[src/rtl/id_ex_hazard_reg.sv]
// ID/EX pipeline register with load-use / branch-operand hazard detection,
// bubble insertion, PC and IF/ID write gating, and saturating debug counters.
module id_ex_hazard_reg #(
    parameter int W  = 32,
    parameter int CW = 16
) (
    input  logic          clk,
    input  logic          rst,
    input  logic          id_RegWrite,
    input  logic          id_Mem_Read,
    input  logic          id_Mem_Write,
    input  logic          id_MemtoReg,
    input  logic          id_RegDst,
    input  logic [1:0]    id_ALUsrc,
    input  logic [1:0]    id_ALUop,
    input  logic [1:0]    id_branch,
    input  logic          id_flush,
    input  logic [W-1:0]  id_rd1,
    input  logic [W-1:0]  id_rd2,
    input  logic [W-1:0]  id_imm,
    input  logic [4:0]    id_rs,
    input  logic [4:0]    id_rt,
    input  logic [4:0]    id_rd,
    input  logic          mem_RegWrite,
    input  logic          mem_Mem_Read,
    input  logic [4:0]    mem_write_reg,
    output logic          ex_RegWrite,
    output logic          ex_Mem_Read,
    output logic          ex_Mem_Write,
    output logic          ex_MemtoReg,
    output logic          ex_RegDst,
    output logic [1:0]    ex_ALUsrc,
    output logic [1:0]    ex_ALUop,
    output logic [W-1:0]  ex_rd1,
    output logic [W-1:0]  ex_rd2,
    output logic [W-1:0]  ex_imm,
    output logic [4:0]    ex_rs,
    output logic [4:0]    ex_rt,
    output logic [4:0]    ex_rd,
    output logic          stall,
    output logic          pc_write,
    output logic          ifid_write,
    output logic          ifid_flush,
    output logic [CW-1:0] stall_cnt,
    output logic [CW-1:0] flush_cnt
);

    localparam int BW = 9 + 3 * W + 15;

    logic [BW-1:0] bundle_d, bundle_q;
    logic [CW-1:0] stall_cnt_d, stall_cnt_q;
    logic [CW-1:0] flush_cnt_d, flush_cnt_q;
    logic [4:0]    ex_write_reg;
    logic          load_use, br, br_ex, br_mem;

    assign {ex_RegWrite, ex_Mem_Read, ex_Mem_Write, ex_MemtoReg, ex_RegDst,
            ex_ALUsrc, ex_ALUop, ex_rd1, ex_rd2, ex_imm,
            ex_rs, ex_rt, ex_rd} = bundle_q;

    assign ex_write_reg = ex_RegDst ? ex_rd : ex_rt;

    // Register 0 is hardwired, so it never creates a dependency.
    assign load_use = ex_Mem_Read && (ex_rt != 5'd0) &&
                      ((ex_rt == id_rs) || (ex_rt == id_rt));
    assign br       = (id_branch != 2'd0);
    assign br_ex    = br && ex_RegWrite && (ex_write_reg != 5'd0) &&
                      ((ex_write_reg == id_rs) || (ex_write_reg == id_rt));
    assign br_mem   = br && mem_Mem_Read && mem_RegWrite && (mem_write_reg != 5'd0) &&
                      ((mem_write_reg == id_rs) || (mem_write_reg == id_rt));

    assign stall      = load_use || br_ex || br_mem;
    assign pc_write   = !stall;
    assign ifid_write = !stall;
    // A stalled branch re-evaluates next cycle, so its flush is held back.
    assign ifid_flush = id_flush && !stall;

    assign stall_cnt = stall_cnt_q;
    assign flush_cnt = flush_cnt_q;

    always_comb begin
        bundle_d    = stall ? '0 :
                      {id_RegWrite, id_Mem_Read, id_Mem_Write, id_MemtoReg, id_RegDst,
                       id_ALUsrc, id_ALUop, id_rd1, id_rd2, id_imm,
                       id_rs, id_rt, id_rd};
        stall_cnt_d = stall_cnt_q;
        flush_cnt_d = flush_cnt_q;
        if (stall && (stall_cnt_q != {CW{1'b1}}))
            stall_cnt_d = stall_cnt_q + 1'b1;
        if (ifid_flush && (flush_cnt_q != {CW{1'b1}}))
            flush_cnt_d = flush_cnt_q + 1'b1;
    end

    always_ff @(posedge clk or negedge rst) begin
        if (!rst) begin
            bundle_q    <= '0;
            stall_cnt_q <= '0;
            flush_cnt_q <= '0;
        end else begin
            bundle_q    <= bundle_d;
            stall_cnt_q <= stall_cnt_d;
            flush_cnt_q <= flush_cnt_d;
        end
    end

endmodule

[config.mk]
export PLATFORM = sky130hd
export DESIGN_NAME = id_ex_hazard_reg
export DESIGN_NICKNAME = d
export VERILOG_FILES = /design/src/rtl/id_ex_hazard_reg.sv
export SDC_FILE = /design/constraint.sdc
export NUM_CORES = 1
export LEC_CHECK = 0
export ABC_AREA = 0
export CORE_UTILIZATION = 30
export CTS_CLUSTER_DIAMETER = 40
export DETAILED_ROUTE_END_ITERATION = 10
export GPL_ROUTABILITY_DRIVEN = 0
export PLACE_DENSITY_LB_ADDON = 0.12
export SLEW_MARGIN = 20
export SYNTH_ARGS = -nofsm -noshare
export SYNTH_HDL_FRONTEND = slang
export SYNTH_SLANG_ARGS = --single-unit
[constraint.sdc]
create_clock -name clk -period 3.1 [get_ports clk]
set_input_delay 0.31 -clock clk [delete_from_list [all_inputs] [get_ports clk]]
set_output_delay 0.31 -clock clk [all_outputs]
set_load 0.05 [all_outputs]
==> key figures <==
Status
  • Status: finished clean

Routing
  • DR DRC count: 0
  • Routed vias: 4,442
  • Vias per inst: 4.25
  • First-iteration detailed-routing DRC count: 162
  • Drt pass-1 iters: 4
  • Drt total wl: 16,500 um
  • WL per Instance: 15.8 um
  • Antenna-violating nets left: 0

STA
  • Final Hold Vio Count: 0
  • Fin crit share: 90.6%
  • Max frequency: 356 MHz
  • RSZ-0062 raised after global routing: false
  • Relative slew slack: 63.2%
  • Slew of the pin with the lowest slew margin: 0.551 ns
  • Final Skew: 0.0138 ns
  • Slew Limit Fails: 0
  • TNS Setup: 0 ns
  • Final setup fails: 0
  • Crit path time final: 2.81 ns

Placed design
  • Placed wire-length estimate: 11,700 um
  • Count of port buffers added during placement: 287
  • Area after DPL: 9140 um2

Clock network
  • Root buf cell: clkbuf_16
  • Max clock buf depth: 2
  • H-tree Lvls: 4
  • TritonCTS Sinks: 152
  • Clock Latency Late Sink: 0.43 ns
  • Clk pin slew, worst setup/hold paths: 0.06 ns
  • CTS tree: done
  • CTS Buf Count: 17

Layout
  • Layout cells sized above 1: 7.04%
  • Filler cells: 1,753
  • N_diodes: 0
  • Post-route cell area: 9740 um2
  • Layout net count: 902
  • Synth-to-layout area growth: 64.6%

Synthesis
  • Synthesized area: 5920 um2
  • Yosys warns: 0
  • Most used DFF post-synth: dfrtp_1
  • Synth Instances: 470
  • Syn nets: 604
  • Flip-flop and latch count after synthesis: 152
  • Ys async rst share: 100%
  • Syn Area/Cell: 12.6 um2
  • Post-synth EDFFs: 0
  • Register area share after synthesis: 64.3%
  • Distinct cells, synth: 34

Power and ir drop
  • Leakage: 4.07 nW
  • Power Dens Cells: 645 nW/um2
  • Max IR drop VDD: 0.000455 V

GRT
  • Total gr overflow: 0
  • First-pass GRT wire length: 24,900 um
  • GRT Total Usage: 16.2%
  • Largest net degree at the start of global routing: 69
  • Initial antenna violation count: 0
  • Vias in the first global route: 4,636

Die
  • Die area: 20,300 um2
  • Die height: 142 um
  • Core ar.: 19,400 um2
  • Die span in x: 142 um
  • Starting Density: 30.5%
  • Number of cell rows: 51
  • Num ports: 288

Setup path
  • Reg-to-reg endpoint: stall_cnt[15]
  • Reg2reg start: bundle_q[115]
  • Setup crit start kind: register
  • CP endpoint kind: output port
  • Worst-path fanout max: 13
  • R2R setup slack: 0.56 ns
  • Worst EP arrival: 2.50 ns
  • WS Path Type: register to output port
  • Critical path required time: 2.79 ns
  • Reg2Reg Depth: 8

Min path
  • Hold Path Class: input port to async pin

Flow run
  • Maxcap violations: 0
worst max path at each step:
stage | start | endpoint | slack (ns) | cells after the start
finish | bundle_q[115] | stall | 0.29 | 8
global placement | id_rs[2] | ifid_flush | 0.38 | 10
CTS | bundle_q[115] | ifid_flush | 0.1 | 9
detailed placement | id_rt[0] | flush_cnt[7] | 0.35 | 10
global route | bundle_q[115] | stall | 0.14 | 8
floorplan | bundle_q[115] | ifid_flush | 0.04 | 9
placed cells by master (no fill, tap or decap), types with 12 or more instances in the layout:
master,netlist,final
clkdlybuf4s50_1,0,282
dfrtp_1,152,151
and2_1,120,120
xnor2_1,40,40
nand3_1,19,19
clkbuf_16,0,18
nor2_1,18,17
xor2_1,17,17
nand2_1,16,16
and3_1,12,12
nand4_1,12,12
power by group:
part | leakage (nW) | internal [mW] | total [mW] | switching [mW]
clock | 0.256 | 1.07 | 1.95 | 0.884
sequential | 1.85 | 2.21 | 2.36 | 0.154
combinational | 1.97 | 0.754 | 1.98 | 1.22
critical path: stages (launching register included):
cell       delay (ns)
dfrtp_2          0.49
mux2i_1          0.35
xor2_1           0.18
nand3_1          0.13
nor4b_4          0.29
a311oi_4         0.08
clkbuf_16        0.21
inv_1            0.12
buf_4            0.21
cell type report:
cell class / count / area, um2 / share of cell area (%)
tap: 265 / 332 / 3.40
clock inverter: 13 / 110 / 1.13
sequential: 152 / 3800 / 39.1
inverter: 3 / 11.3 / 0.116
timing repair buffer: 298 / 3020 / 31.0
multi-input combinational: 296 / 2020 / 20.7
clock buffer: 19 / 443 / 4.55
flip-flops by register name, indices dropped and copies added, names as in the netlist:
name and cells:
bundle_q 120, flush_cnt 16, stall_cnt 16
synthesized netlist by cell type, types with 3 or more instances:
cell type	count	area share, %
and2_1	120	13
and3_1	12	1.3
and4_1	3	0.44
buf_2	3	0.25
clkbuf_1	9	0.57
clkbuf_2	4	0.34
dfrtp_1	152	64
inv_1	3	0.19
mux2_1	3	0.57
mux2i_1	5	0.85
nand2_1	16	1.0
nand2b_1	4	0.42
nand3_1	19	1.6
nand4_1	12	1.3
nor2_1	18	1.1
nor3_1	7	0.59
xnor2_1	40	5.9
xor2_1	17	2.5
metrics by stage:
stage | setup slack [ns] | utilization [%] | cells | power [mW] | hold slack, ns
after floorplan | 0.0433 | - | 470 | 3.56 | 0.0144
final | 0.292 | 50.2 | 1046 | 6.29 | 0.405
after global placement | 0.378 | 47.1 | 1010 | 4.36 | 0.274
after CTS | 0.0965 | 50.0 | 1043 | 6.36 | 0.401
after global routing | 0.142 | 50.2 | 1046 | 6.57 | 0.413
after detailed placement | 0.353 | 47.1 | 1010 | 4.38 | 0.290
cells by family (layout without fill, tap and decap cells):
| kind of cell | after synthesis | in the layout | synth area share, % |
|---|---|---|---|
| AND/OR/NAND/NOR | 217 | 217 | 21.8 |
| flip-flops | 152 | 152 | 64.3 |
| XOR/XNOR | 57 | 57 | 8.43 |
| buffers and inverters | 22 | 333 | 1.86 |
| AO/OA/AOI/OAI | 10 | 10 | 1.46 |
| multiplexers | 10 | 10 | 1.80 |
| adder cells (fa/ha/maj) | 2 | 2 | 0.423 |
what timing repair did:
| action | CTS | global route |
|---|---|---|
| setup buffers | 0 | 1 |
| gates resized for setup | 1 | 2 |
| gates cloned | 0 | 2 |
| endpoints found under the hold margin | 49 | 0 |
| hold buffers | 1 | 0 |
| pin swaps | 0 | 1 |
| endpoints found under the setup margin | 1 | 1 |
routing by layer:
metal	share of wire, %	global-route usage (%)	vias to the layer above
met5	0	0	-
met4	1.4	5.83	0
met3	5.8	5.38	18
met2	52	27.8	135
met1	41	18.7	2169
li1	-	-	2120
(Power assumes the default switching activity.)
==> RTL change (config.mk and constraints unchanged) <==
Make the reset (`rst`) synchronous in one clocked block.
--- a/src/rtl/id_ex_hazard_reg.sv
+++ b/src/rtl/id_ex_hazard_reg.sv
@@ -92,3 +92,3 @@
 
-    always_ff @(posedge clk or negedge rst) begin
+    always_ff @(posedge clk) begin
         if (!rst) begin
Behaviour: differs if rst is asserted again (counterexample within 4 cycles, from zero or initial values and one cycle with rst low); with rst held inactive, the same outputs for 10 cycles.
==> RTL change against the unedited design <==
  * Via count grew 13%
  * Cell area decreased by 5.1%
  * Highest routed layer unchanged
  * Setup slack got worse by 0.080 ns
  * Maximum frequency shrank 2.8%
  * Area after synthesis down 7.5%
  * Wire length up 4.3%
  * Sequential cell count is the same
  * Core utilization is 1.4 points higher
Power is not compared: it rests on default switching activity, and its combinational part moved more than twofold at a synthesized area within 25%.
==> RTL change: results <==
export IMPL_result_of_the_run="complete, no violations"
export IMPL_arrival_ns=2.58
export IMPL_dpl_hpwl_um=12000
export IMPL_worst_reg2reg_startpoint="bundle_q[115]$_SDFF_PP0_"
export IMPL_startpoint="bundle_q[115]$_SDFF_PP0_"
export IMPL_r2r_worst_path_cells=7
export IMPL_routed_wire_length_per_instance_um=16.3
export IMPL_detailedRoute_firstIterationViolations=236
export IMPL_synth_seq_area_share_pct=55.6
export IMPL_fillCellCount=1632
export IMPL_synthTopCellsByArea="sky130_fd_sc_hd__dfxtp_1, sky130_fd_sc_hd__and3_1, sky130_fd_sc_hd__xnor2_1, sky130_fd_sc_hd__clkbuf_1, sky130_fd_sc_hd__mux2i_1"
export IMPL_post_synthesis_cell_type_count=50
export IMPL_grt_first_pass_wirelength_um=25800
export IMPL_layout_nets=949
export IMPL_synth_adder_area_share_pct=0.457
export IMPL_vias=5033
export IMPL_max_cap_violations=0
export IMPL_hold_class="in -> reg"
export IMPL_clock_skew_after_layout_ns=0.00890
export IMPL_global_route_usage_total_pct=18.2
export IMPL_largest_net_degree_at_the_start_of_global_routing=83
export IMPL_synth_area_mux_share_pct=3.13
export IMPL_post_synth_xor_area_fraction_pct=4.96
export IMPL_reg2reg_to="stall_cnt[7]$_SDFFE_PN0P_"
export IMPL_dpl_instance_area_um2=8560
export IMPL_synth_net_count=675
export IMPL_worst_path_largest_cell_delay_ns=0.47
[RTL change: logic make-up (layout without fill, tap and decap cells)]
family	count (synthesis)	in the layout
flops	152	152
mux	16	16
simple gates	241	243
fa+ha+maj	2	2
buf+inv	51	336
compound gates	48	48
xor+xnor	31	31
[RTL change: power groups by stage]
stage	sequential (W)	clock, W	combinational (W)
finish	0.00210	0.00228	0.000979
global route	0.00211	0.00244	0.00103
CTS	0.00210	0.00235	0.000984
detailed placement	0.00214	0	0.000977
global placement	0.00214	0	0.000972
floorplan	0.00249	0	0.000191
[RTL change: what timing repair did]
| action | CTS | global route |
|---|---|---|
| buffers inserted | 1 | 0 |
| resized for setup | 1 | 2 |
| pin swaps | 2 | 0 |
| setup endpoints to repair | 1 | 3 |
| gates cloned | 1 | 1 |
[RTL change: final cells by class]
| cell class | instances | area [um^2] | area share, % |
|---|---|---|---|
| clock buffers | 18 | 439 | 4.75 |
| clock inverters | 14 | 210 | 2.27 |
| multi-input cells | 340 | 2260 | 24.4 |
| inverters | 9 | 33.8 | 0.366 |
| repair buffers | 295 | 2970 | 32.1 |
| well taps | 229 | 287 | 3.10 |
| flip-flops and latches | 152 | 3040 | 32.9 |
[RTL change: metal layers]
metal | global-route usage (%) | vias to the layer above | wire (um)
met5 | 0 | - | 0
met4 | 7.81 | 0 | 298
met3 | 9.59 | 19 | 1800
met2 | 29.3 | 205 | 8330
met1 | 19.7 | 2349 | 6790
li1 | - | 2460 | -
[RTL change: worst max-delay path, delay by kind of cell, from the launching register on]
kind / cells / cell delay (ns)
xor+xnor: 1 / 0.12
flops: 1 / 0.47
simple gates: 3 / 0.93
mux: 1 / 0.36
buf+inv: 2 / 0.27
[RTL change: through the flow]
stage          setup WS (ns)  power [W]  instances  utilization, %
6_report               0.212    0.00535       1057            51.6
5_1_grt               0.0386    0.00558       1057            51.6
4_1_cts              0.00814    0.00544       1056            51.5
3_5_place_dp           0.182    0.00312       1022            47.8
2_1_floorplan          0.129    0.00268        541               -
3_3_place_gp           0.313    0.00311       1022            47.8
[RTL change: worst min-delay path by stage]
stage,endpoint,slack (ns),cells after the start
global placement,stall_cnt[5]$_SDFFE_PN0P_,0.47,2
global route,bundle_q[58]$_SDFF_PP0_,0.45,2
floorplan,bundle_q[10]$_SDFF_PP0_,0.46,1
detailed placement,stall_cnt[10]$_SDFFE_PN0P_,0.48,2
CTS,stall_cnt[0]$_SDFFE_PN0P_,0.42,3
finish,stall_cnt[0]$_SDFFE_PN0P_,0.42,3
